`config.mk`:
```
export PLATFORM = sky130hd
export DESIGN_NAME = multicycle_control
export DESIGN_NICKNAME = d
export VERILOG_FILES = /design/src/rtl/riscv_ctrl_pkg.sv /design/src/rtl/alu_decoder.sv /design/src/rtl/multicycle_control.sv
export SDC_FILE = /design/constraint.sdc
export NUM_CORES = 1
export LEC_CHECK = 0
export BUFFER_PORTS_ARGS = -buffer_cell sky130_fd_sc_hd__buf_2
export CORE_UTILIZATION = 30
export CTS_BUF_LIST = sky130_fd_sc_hd__clkbuf_4
export CTS_CLUSTER_SIZE = 14
export DETAILED_ROUTE_END_ITERATION = 16
export PLACE_DENSITY_LB_ADDON = 0.08
export SLEW_MARGIN = 10
export SYNTH_ARGS = -nofsm -noshare
export SYNTH_HDL_FRONTEND = slang
export SYNTH_SLANG_ARGS = --single-unit
```
`constraint.sdc`:
```
create_clock -name clk -period 3.26 [get_ports clk]
set_input_delay 0.489 -clock clk [delete_from_list [all_inputs] [get_ports clk]]
set_output_delay 0.489 -clock clk [all_outputs]
set_load 0.005 [all_outputs]
```
`src/rtl/riscv_ctrl_pkg.sv`:
```
// rtl/riscv_ctrl_pkg.sv - shared encodings for the multi-cycle RISC-V control path
package riscv_ctrl_pkg;

  typedef enum logic [3:0] {
    S_INIT      = 4'd0,
    S_FETCH     = 4'd1,
    S_DECODE    = 4'd2,
    S_MEM_ADR   = 4'd3,
    S_MEM_READ  = 4'd4,
    S_MEM_WB    = 4'd5,
    S_MEM_WRITE = 4'd6,
    S_EXEC_R    = 4'd7,
    S_EXEC_I    = 4'd8,
    S_ALU_WB    = 4'd9,
    S_BEQ       = 4'd10,
    S_ERROR     = 4'd11
  } state_e;

  localparam logic [6:0] OP_R      = 7'b0110011;
  localparam logic [6:0] OP_I      = 7'b0010011;
  localparam logic [6:0] OP_LOAD   = 7'b0000011;
  localparam logic [6:0] OP_STORE  = 7'b0100011;
  localparam logic [6:0] OP_BRANCH = 7'b1100011;

  localparam logic [2:0] F3_ADD  = 3'b000;
  localparam logic [2:0] F3_WORD = 3'b010;
  localparam logic [2:0] F3_BEQ  = 3'b000;
  localparam logic [6:0] F7_ADD  = 7'b0000000;
  localparam logic [6:0] F7_SUB  = 7'b0100000;

  // Shared with the ALU; must match its decode.
  localparam logic [3:0] ALU_ADD = 4'b0000;
  localparam logic [3:0] ALU_SUB = 4'b0001;

  typedef enum logic [1:0] {
    ALU_CLS_ADD   = 2'b00,
    ALU_CLS_SUB   = 2'b01,
    ALU_CLS_FUNCT = 2'b10
  } alu_class_e;

  localparam logic [1:0] SRC_A_PC     = 2'b00;
  localparam logic [1:0] SRC_A_OLD_PC = 2'b01;
  localparam logic [1:0] SRC_A_REG    = 2'b10;

  localparam logic [1:0] SRC_B_REG  = 2'b00;
  localparam logic [1:0] SRC_B_IMM  = 2'b01;
  localparam logic [1:0] SRC_B_FOUR = 2'b10;

  localparam logic [1:0] RES_ALU_OUT    = 2'b00;
  localparam logic [1:0] RES_MDR        = 2'b01;
  localparam logic [1:0] RES_ALU_RESULT = 2'b10;

endpackage

```
`src/rtl/alu_decoder.sv`:
```
// rtl/alu_decoder.sv - maps the FSM's ALU class and funct7[5] to an ALU operation code
module alu_decoder
  import riscv_ctrl_pkg::*;
(
  input  alu_class_e  alu_class_i,
  input  logic        funct7_5_i,
  output logic [3:0]  alu_operation_o
);

  always_comb begin
    alu_operation_o = ALU_ADD;
    case (alu_class_i)
      ALU_CLS_SUB:   alu_operation_o = ALU_SUB;
      ALU_CLS_FUNCT: alu_operation_o = funct7_5_i ? ALU_SUB : ALU_ADD;
      default:       alu_operation_o = ALU_ADD;
    endcase
  end

endmodule

```
`src/rtl/multicycle_control.sv`:
```
// rtl/multicycle_control.sv - control FSM sequencing fetch/decode/execute/memory/writeback
module multicycle_control
  import riscv_ctrl_pkg::*;
(
  input  logic       clk,
  input  logic       reset,
  input  logic [6:0] Opcode_i,
  input  logic [2:0] Funct3_i,
  input  logic [6:0] Funct7_i,
  input  logic       Zero_i,
  output logic       PC_Write_o,
  output logic       IorD_o,
  output logic       IR_Write_o,
  output logic       Mem_Write_o,
  output logic       Reg_Write_o,
  output logic [1:0] ALU_Src_A_o,
  output logic [1:0] ALU_Src_B_o,
  output logic [1:0] Result_Src_o,
  output logic [3:0] ALU_Operation_o,
  output logic       Illegal_o
);

  state_e     state_q, state_d;
  alu_class_e alu_class;

  always_ff @(posedge clk or posedge reset) begin
    if (reset) state_q <= S_INIT;
    else       state_q <= state_d;
  end

  always_comb begin
    state_d      = state_q;
    alu_class    = ALU_CLS_ADD;
    PC_Write_o   = 1'b0;
    IorD_o       = 1'b0;
    IR_Write_o   = 1'b0;
    Mem_Write_o  = 1'b0;
    Reg_Write_o  = 1'b0;
    ALU_Src_A_o  = SRC_A_PC;
    ALU_Src_B_o  = SRC_B_REG;
    Result_Src_o = RES_ALU_OUT;
    Illegal_o    = 1'b0;
    case (state_q)
      S_INIT: state_d = S_FETCH;
      S_FETCH: begin
        IR_Write_o   = 1'b1;
        PC_Write_o   = 1'b1;
        ALU_Src_B_o  = SRC_B_FOUR;
        Result_Src_o = RES_ALU_RESULT;
        state_d      = S_DECODE;
      end
      S_DECODE: begin
        // Branch target is computed here so BEQ can load it from ALU_Out.
        ALU_Src_A_o = SRC_A_OLD_PC;
        ALU_Src_B_o = SRC_B_IMM;
        if ((Opcode_i == OP_LOAD || Opcode_i == OP_STORE) && Funct3_i == F3_WORD)
          state_d = S_MEM_ADR;
        else if (Opcode_i == OP_R && Funct3_i == F3_ADD &&
                 (Funct7_i == F7_ADD || Funct7_i == F7_SUB))
          state_d = S_EXEC_R;
        else if (Opcode_i == OP_I && Funct3_i == F3_ADD)
          state_d = S_EXEC_I;
        else if (Opcode_i == OP_BRANCH && Funct3_i == F3_BEQ)
          state_d = S_BEQ;
        else
          state_d = S_ERROR;
      end
      S_MEM_ADR: begin
        ALU_Src_A_o = SRC_A_REG;
        ALU_Src_B_o = SRC_B_IMM;
        state_d     = (Opcode_i == OP_LOAD) ? S_MEM_READ : S_MEM_WRITE;
      end
      S_MEM_READ: begin
        IorD_o  = 1'b1;
        state_d = S_MEM_WB;
      end
      S_MEM_WB: begin
        Result_Src_o = RES_MDR;
        Reg_Write_o  = 1'b1;
        state_d      = S_FETCH;
      end
      S_MEM_WRITE: begin
        IorD_o      = 1'b1;
        Mem_Write_o = 1'b1;
        state_d     = S_FETCH;
      end
      S_EXEC_R: begin
        ALU_Src_A_o = SRC_A_REG;
        alu_class   = ALU_CLS_FUNCT;
        state_d     = S_ALU_WB;
      end
      S_EXEC_I: begin
        ALU_Src_A_o = SRC_A_REG;
        ALU_Src_B_o = SRC_B_IMM;
        state_d     = S_ALU_WB;
      end
      S_ALU_WB: begin
        Reg_Write_o = 1'b1;
        state_d     = S_FETCH;
      end
      S_BEQ: begin
        // Only Mealy output: the PC takes ALU_Out when the compare is equal.
        ALU_Src_A_o = SRC_A_REG;
        alu_class   = ALU_CLS_SUB;
        PC_Write_o  = Zero_i;
        state_d     = S_FETCH;
      end
      S_ERROR: Illegal_o = 1'b1;
      default: state_d = S_ERROR;
    endcase
  end

  alu_decoder u_alu_decoder (
    .alu_class_i     (alu_class),
    .funct7_5_i      (Funct7_i[5]),
    .alu_operation_o (ALU_Operation_o)
  );

endmodule

```
# Word level (Yosys, flattened, before mapping)
# Index checks and enable logic that the tools add are counted.
# totals
input_bits	20
register_bits	4
out_inout_bits	16
# op_classes
eq_ne	20
mux	18
n_reduce_logical	16
# ops
operator	n
case mux 4 bit (7 select lines)	1
== test 7 x 6 -> 1 bit (second input constant)	3
== test 4 x 3 -> 1 bit (second input constant)	4
== test 4 bit (second input constant)	4
case mux 2 bit (2 select lines)	4
== test 4 x 2 -> 1 bit (second input constant)	2
two-way mux 4 bit	2
case mux 4 bit (2 select lines)	1
== test 7 x 2 -> 1 bit (second input constant)	1
== test 7 x 5 -> 1 bit (second input constant)	1
== test 7 bit (second input constant)	1
zero test 7 bit	1
two-way mux 1 bit	7
OR reduction 2 bit	3
logical AND 1 bit	5
OR reduction 5 bit	1
== test 4 x 1 -> 1 bit (second input constant)	1
zero test 4 bit	1
two-way mux 2 bit	2
OR reduction 4 bit	1
== test 3 x 2 -> 1 bit (second input constant)	1
zero test 3 bit	1
OR reduction 3 bit	1
== test 2 x 1 -> 1 bit (second input constant)	1
3 further kinds	4

# Depth between registers and ports, before layout
# Gate-level depths: netlist of run 1.
# logic_depth
word_depth	7
depth_mapped	6

# Hierarchy
# A second synthesis of run 1 with hierarchy kept.
# unflattened
cells_unflattened	69
area_unflattened_um2	526.8
# by_module_without_submodules
module	area_per_inst_um2	seq_area_each_um2	instances	cells_each
multicycle_control	459.2	100.1	1	59
alu_decoder	67.6	0.0	1	10

# Worst setup path before layout of run 1
# OpenSTA, ideal clock, no wires.
# synth_timing
kind	flip-flop to output port
startpoint	register state_q[1]
endpoint	output ALU_Operation_o[0]
t_arrival_ns	1.116
slack_ns	1.655
stages_incl_launch_ff	6
path_cell_list	dfrtp_1 > and2b_1 > nand3_1 > inv_1 > ha_1 > nor2_1
# synth_via
elab_chain_len	4
word_cells_on_any_way	6
classes_between	4 x eq/ne; 2 x mux
# synth_rtl
element	line	source
start, declared	multicycle_control.sv:23	state_e state_q, state_d;
start signal, assigned	multicycle_control.sv:28	else state_q <= state_d;
== test 4 bit / == test 4 x 3 -> 1 bit (equally long branches)	multicycle_control.sv:43	case (state_q)
case mux 2 bit (2 select lines) *	multicycle_control.sv:43	
== test 2 bit / == test 2 x 1 -> 1 bit (equally long branches)	alu_decoder.sv:12	case (alu_class_i)
case mux 4 bit (2 select lines) *	alu_decoder.sv:12	
end, declared	multicycle_control.sv:19	output logic [3:0] ALU_Operation_o,
# Mark *: on every way between the ends. The rest lies on a longest branch, timed or not.

# Final worst setup path of run 1
# layout_timing
startpoint	register state_q[3]
endpoint	output ALU_Operation_o[0]
# Same word-level chain as after synthesis.

==> results of run 1 <==
[cell families (layout without fill, tap and decap cells)]
kind of cell	after synthesis	count (layout)	synth area share, %
AND/OR/NAND/NOR	33	33	40.6
other	1	3	0.755
adder cells (fa/ha/maj)	2	2	5.04
flip-flops	4	4	20.2
AO/OA/AOI/OAI	16	16	21.4
buffers and inverters	10	39	12.1
[worst max-delay path: stages (launching register included)]
cell,delay (ps)
dfrtp_1,540
and2b_1,270
nand3_1,110
inv_1,50
ha_1,260
nor2_1,100
buf_2,120
[cells in the mapped netlist]
cell type  count  area, um2
a31oi_1        2       12.5
a31o_2         2       17.5
nor4_4         1       21.3
a21o_1         2       15.0
nor2b_1        1       6.26
nand3b_1       1       7.51
and3_1         1       6.26
and2_1         1       6.26
nor2_1        11       41.3
dfrtp_1        4        100
and2b_1        1       7.51
nand4bb_1      1       11.3
a22o_1         1       8.76
inv_1          4       15.0
or4b_1         1       10.0
buf_4          5       37.5
o2bb2ai_1      1       8.76
ha_1           2       25.0
o21ai_0        3       15.0
clkbuf_4       1       7.51
nand3_1        2       10.0
conb_1         1       3.75
nand2_1        3       11.3
nor4_2         1       12.5
nor3_1         3       15.0
nand2b_1       4       25.0
a21oi_1        4       20.0
o221ai_1       1       8.76
and4b_1        1       10.0
[cell type report]
type,instances,area share [%]
Tap cell,16,3.02
Inverter,4,2.27
Sequential cell,4,15.1
Multi-Input combinational cell,54,52.0
Timing Repair Buffer,32,24.2
Clock buffer,3,3.40
[worst max path at each step]
stage	endpoint	slack [ps]	cells past startpoint
finish	ALU_Operation_o[0]	1090	6
detailed placement	ALU_Operation_o[0]	1350	6
CTS	ALU_Operation_o[0]	1090	6
global placement	ALU_Operation_o[0]	1400	7
floorplan	ALU_Operation_o[0]	1660	5
global route	ALU_Operation_o[0]	980	6
[routing by layer]
metal	vias up	wire length [um]	GRT usage [%]
li1	292	-	-
met1	240	544	17.8
met2	33	498	20.6
met3	5	81	2.55
met4	0	36	11.3
met5	-	0	0
[stage by stage]
stage | total power, mW | util (%) | hold WS, ps
after global routing | 0.142 | 43.4 | 130
after global placement | 0.0706 | 42.0 | 371
after detailed placement | 0.0708 | 42.0 | 372
after floorplan | 0.0589 | - | 255
after CTS | 0.135 | 43.4 | 118
final | 0.134 | 43.4 | 114
[power groups by stage]
stage	sequential, mW	clock, mW	combinational, mW
2_1_floorplan	0.0506	0	0.00834
3_3_place_gp	0.0506	0	0.0200
3_5_place_dp	0.0506	0	0.0202
4_1_cts	0.0499	0.0653	0.0202
5_1_grt	0.0498	0.0694	0.0223
6_report	0.0499	0.0637	0.0200
==> summary.txt, run 1 <==
Timing
  – RSZ-0062 raised after global routing: false
  – Final Critical Period: 2170 ps
  – Setup WS post-layout: 1090 ps
  – Skew final: 5.47 ps
  – Final Hold Violating Endpoints: 0
  – Slew Viols, Final: 0
  – Setup TNS: 0 ps
  – FMAX: 0.460 GHz
  – Final setup violation count: 0
  – Final Cycle Share: 66.6%

Routing
  – DRT Pass-1 Iters: 4
  – WL final: 1.16 mm
  – DRT iter0 DRCs: 11
  – DRC viols: 0
  – Vias per inst: 5.04
  – Final ANT Viol Nets: 0
  – Routed WL per cell: 10.3 um
  – DR vias: 570

Pwr
  – Lkg Pwr: 0.367 nW
  – Switching Share: 23.6%
  – NetSw: 31.5 uW
  – Worst vdd ir: 0.000137 V
  – Logic pwr share: 15.0%
  – Pwr dens: 202 mW/mm2
  – Clock Power Share: 47.7%
  – Pint: 102 uW
  – Seq pwr share: 37.4%

Place
  – Worst slack at placement: 1350 ps
  – Number of port buffers: 32
  – RD Place Congestion: 0.749
  – Post-placement cell count: 110
  – Detailed placement HPWL: 929 um
  – Placed inst area: 639 um2

Setup path
  – Worst r2r src: state_q[3]$_DFFE_PP0N_
  – Worst path required time: 2770 ps
  – R2R depth: 4
  – Crit path kind: flop to output pin
  – R2r setup slk: 1850 ps
  – Setup crit start kind: flop
  – R2r endpoint: state_q[3]$_DFFE_PP0N_
  – Kind of end point of the critical path: output pin
  – CP startpoint: state_q[3]$_DFFE_PP0N_
  – Worst-path maximum fanout: 13
  – CP arrival: 1680 ps

Floorplan
  – IO Pins: 36
  – Die H: 42.7 um
  – Die extent in x: 42.7 um
  – Initial Util: 32.6%
  – Die area: 0.00182 mm2
  – Rows: 14
  – Core area: 0.00152 mm2

Logic synthesis
  – Gate Count Post-Synth: 66
  – Sequential-to-total area share from yosys stat: 20.2%
  – Flops & latches, synth: 4
  – Mean Syn Cell Area: 7.53 um2
  – Number of library cell types mapped by synthesis: 29
  – Synthesized cell area: 497 um2
  – Synth warn: 0

Layout
  – Reg area: 100 um2
  – Commonest non-fill, non-tap cells in the layout: buf_2 (32), nor2_1 (11)
  – Commonest non-fill, non-tap cell in the layout: buf_2
  – Layout cells sized above 1: 40.2%
  – Layout Nets: 121
  – Layout area overhead: 33.2%
  – Finished Cell Area: 662 um2
  – Ant. Diodes: 0
  – Fillers: 174
  – Regs by FF count: state_q: 4 flops
  – Flip-flop count of the largest register after layout: 4
  – Non-Filler Instances: 113
  – Top reg by flops: state_q
  – Area occupied by multi-input gates: 344 um2

Global route
  – Vias in the first global route: 452
  – First-pass GRT wire length: 1.90 mm
  – All-Layer GR Usage: 14.1%
  – Largest net degree at the start of global routing: 14
  – GR Overflow Total: 0
  – Initial antenna violation count: 0

Clock tree
  – CTS Sinks: 4
  – Reg clk slew, reported paths: 40 ps
  – Post-CTS Setup Bufs: 0
  – CTS tree: done
  – Clk buf depth: 2
  – Post-CTS resize count: 0
  – CTS H-tree depth: 1
  – Number of hold buffers added after cts: 0
  – Clk_lat worst skew: 240 ps
  – CTS buffer count: 3
  – Clk root buf: clkbuf_4

Flow run
  – Max Cap Violations: 0

Run status
  – Status: completed

Min path
  – HP Class: input port to asynchronous set/reset pin
No activity file was read; power rests on OpenSTA's default activity.
==> run 2: changes to the inputs <==
--- a/config.mk
+++ b/config.mk
@@ -5,6 +5,7 @@
 export SDC_FILE = /design/constraint.sdc
 export NUM_CORES = 1
 export LEC_CHECK = 0
+export ABC_AREA = 1
 export BUFFER_PORTS_ARGS = -buffer_cell sky130_fd_sc_hd__buf_2
 export CORE_UTILIZATION = 30
 export CTS_BUF_LIST = sky130_fd_sc_hd__clkbuf_4
==> constraint.sdc (replaced) <==
create_clock -name clk -period 1.9 [get_ports clk]
set_input_delay 0.285 -clock clk [delete_from_list [all_inputs] [get_ports clk]]
set_output_delay 0.285 -clock clk [all_outputs]
set_load 0.005 [all_outputs]
==> run 2 against run 1 <==
Clock skew about the same. Sequential share of layout area is 1.8 points lower. Highest routed layer unchanged. First-iteration DRC count shrank 73%. Utilization rose by 0.73 points. Total power grew 80%. Wire length grew 17%. Worst setup slack lost 930 ps. Combinational power is 130% higher. Clock power is 71% higher. Cell count is 47% higher. Largest cell class unchanged. Clock-buffer cell count unchanged.
==> summary.txt, run 2 <==
Global route
  – Vias in the first global route: 596
  – Initial antenna violation count: 0
  – GR Overflow Total: 0
  – Largest net degree at the start of global routing: 8
  – First-pass GRT wire length: 2.28 mm
  – All-Layer GR Usage: 15.3%

Routing
  – DR vias: 704
  – DRC viols: 0
  – Routed WL per cell: 8.19 um
  – DRT Pass-1 Iters: 4
  – WL final: 1.36 mm
  – Final ANT Viol Nets: 0
  – Vias per inst: 4.24
  – DRT iter0 DRCs: 3

Clock tree
  – CTS buffer count: 3
  – Post-CTS Setup Bufs: 0
  – Clk root buf: clkbuf_4
  – Clk buf depth: 2
  – CTS Sinks: 4
  – Clk_lat worst skew: 240 ps
  – CTS tree: done
  – Reg clk slew, reported paths: 40 ps
  – CTS H-tree depth: 1

Layout
  – Final Util: 44.2%
  – Ant. Diodes: 0
  – Commonest non-fill, non-tap cell in the layout: buf_2
  – Layout area overhead: 37.2%
  – Top reg by flops: state_q
  – Flip-flop count of the largest register after layout: 4
  – Regs by FF count: state_q: 4 flops
  – Non-Filler Instances: 166
  – Commonest non-fill, non-tap cells in the layout: buf_2 (32), nor2_1 (27), nand2_1 (25)
  – Layout cells sized above 1: 31.9%
  – Layout Nets: 165

Logic synthesis
  – Sequential-to-total area share from yosys stat: 17.8%
  – Share of the synthesized area in the top cell type: 18.7%
  – Gate Count Post-Synth: 107
  – Largest family of logic cells by synthesized area: simple AND/OR/NAND/NOR gates
  – Mux cell area share after synthesis: 0%
  – Synth warn: 0
  – Post-synthesis async set-or-reset flop share: 100%
  – Compound-Gate Fraction of Synth Area: 5.35%
  – Synthesized cell area: 562 um2
  – Synth area leaders: nor2_1 (19%), dfrtp_1 (18%), nand2_1 (17%), inv_1 (11%), nand3_1 (5.3%)
  – Number of library cell types mapped by synthesis: 17
  – Post-synthesis simple-gate area fraction: 53.7%
  – Flops & latches, synth: 4
  – Adder-cell area share of the yosys netlist: 4.45%
  – Ys flop type: dfrtp_1
  – Mean Syn Cell Area: 5.25 um2
  – Area leader, netlist: nor2_1
  – Most frequent cells after synthesis: nor2_1 (28), nand2_1 (26), inv_1 (17), nand3_1 (6)
  – Post-Synth XOR/XNOR Area: 0%
  – Top-count cell post-synth: nor2_1
  – EDFF count, synth: 0

Floorplan
  – Die extent in x: 45.3 um
  – IO Pins: 36
  – Core area: 0.00175 mm2
  – Initial Util: 32.2%
  – Die area: 0.00205 mm2
  – Rows: 15
  – Die H: 45.3 um

Place
  – Worst slack at placement: 360 ps
  – Number of port buffers: 32
  – Post-placement cell count: 162
  – RD Place Congestion: 0.772
  – Detailed placement HPWL: 1.17 mm

Timing
  – Skew final: 5.58 ps
  – Final Critical Period: 1740 ps
  – Final Hold Violating Endpoints: 0
  – Setup TNS: 0 ps
  – Final setup violation count: 0
  – Setup WS post-layout: 156 ps
  – FMAX: 0.573 GHz
  – Slew Viols, Final: 0
  – RSZ-0062 raised after global routing: false
  – Final Cycle Share: 91.8%

Pwr
  – Lkg Pwr: 0.472 nW
  – Power Total: 240 uW
  – Worst vdd ir: 0.000141 V
  – Pwr dens: 312 mW/mm2

Setup path
  – Setup crit start kind: flop
  – Kind of end point of the critical path: output pin
  – R2R depth: 7
  – CP arrival: 1460 ps
  – Worst path required time: 1620 ps
  – Crit path kind: flop to output pin
  – Worst-path maximum fanout: 6

Flow run
  – Max Cap Violations: 0

Min path
  – Hold Path Cell Cnt: 4
  – HP Class: input port to flop

Run status
  – Status: completed
[run 2: changes by cell type in the layout (fill, tap and decap cells not counted), moves of 3 or more]
cell and delta:
nand2_1 +22, nor2_1 +16, inv_1 +13, nand2b_1 -4
nand3_1 +4, nor2_2 +3
[run 2: power by group]
part | internal [mW] | total, mW | switching, mW
registers | 0.0856 | 0.0856 | 0
logic | 0.0223 | 0.0461 | 0.0239
clock network | 0.0708 | 0.109 | 0.0378
[run 2: area by class of cell]
cell class,instances,area (um2)
clock buffer,3,22.5
fill,205,975
inverter,19,71.3
multi-input combinational,82,373
sequential,4,103
tap,25,31.3
timing repair buffer,33,170
[run 2: cell families after synthesis]
logic type | Yosys count
other | 1
buffers and inverters | 23
flip-flops | 4
AO/OA/AOI/OAI | 6
adder cells (fa/ha/maj) | 2
AND/OR/NAND/NOR | 71
[run 2: layer usage]
metal	routed length [um]	track usage [%]	up-vias
li1	-	-	385
met1	707	20.6	297
met2	562	23.8	19
met3	74	3.60	3
met4	14	5.45	0
met5	0	0	-
[run 2: repair_timing]
action,CTS,global route
gates resized for setup,0,4
hold buffers,1,0
endpoints found under the hold margin,4,0
setup endpoints to repair,0,1
[run 2: critical path, cell delays in order (launching register included)]
cell and delay [ps]:
dfrtp_1 390, inv_1 100, nand2_2 110, nor2_4 120, inv_2 50, ha_1 170, a21oi_1 110, nor2_1 50
buf_2 120
[run 2: through the flow]
stage          hold WS [ps]  cell area (um2)
2_1_floorplan          51.1              569
3_3_place_gp            167              731
3_5_place_dp            169              731
4_1_cts                 383              763
5_1_grt                 398              771
6_report                383              771
[run 2: final timing paths]
check	startpoint	end	slack (ps)
setup reg to reg	state_q[2]$_DFFE_PP0N_	state_q[3]$_DFFE_PP0N_	700
hold reg to reg	state_q[1]$_DFFE_PP0N_	state_q[2]$_DFFE_PP0N_	660
min in group asynchronous	reset	state_q[3]$_DFFE_PP0N_	460
setup / recovery	state_q[3]$_DFFE_PP0N_	ALU_Operation_o[0]	160
hold / removal	Opcode_i[4]	state_q[1]$_DFFE_PP0N_	380
max in group asynchronous	reset	state_q[1]$_DFFE_PP0N_	1270
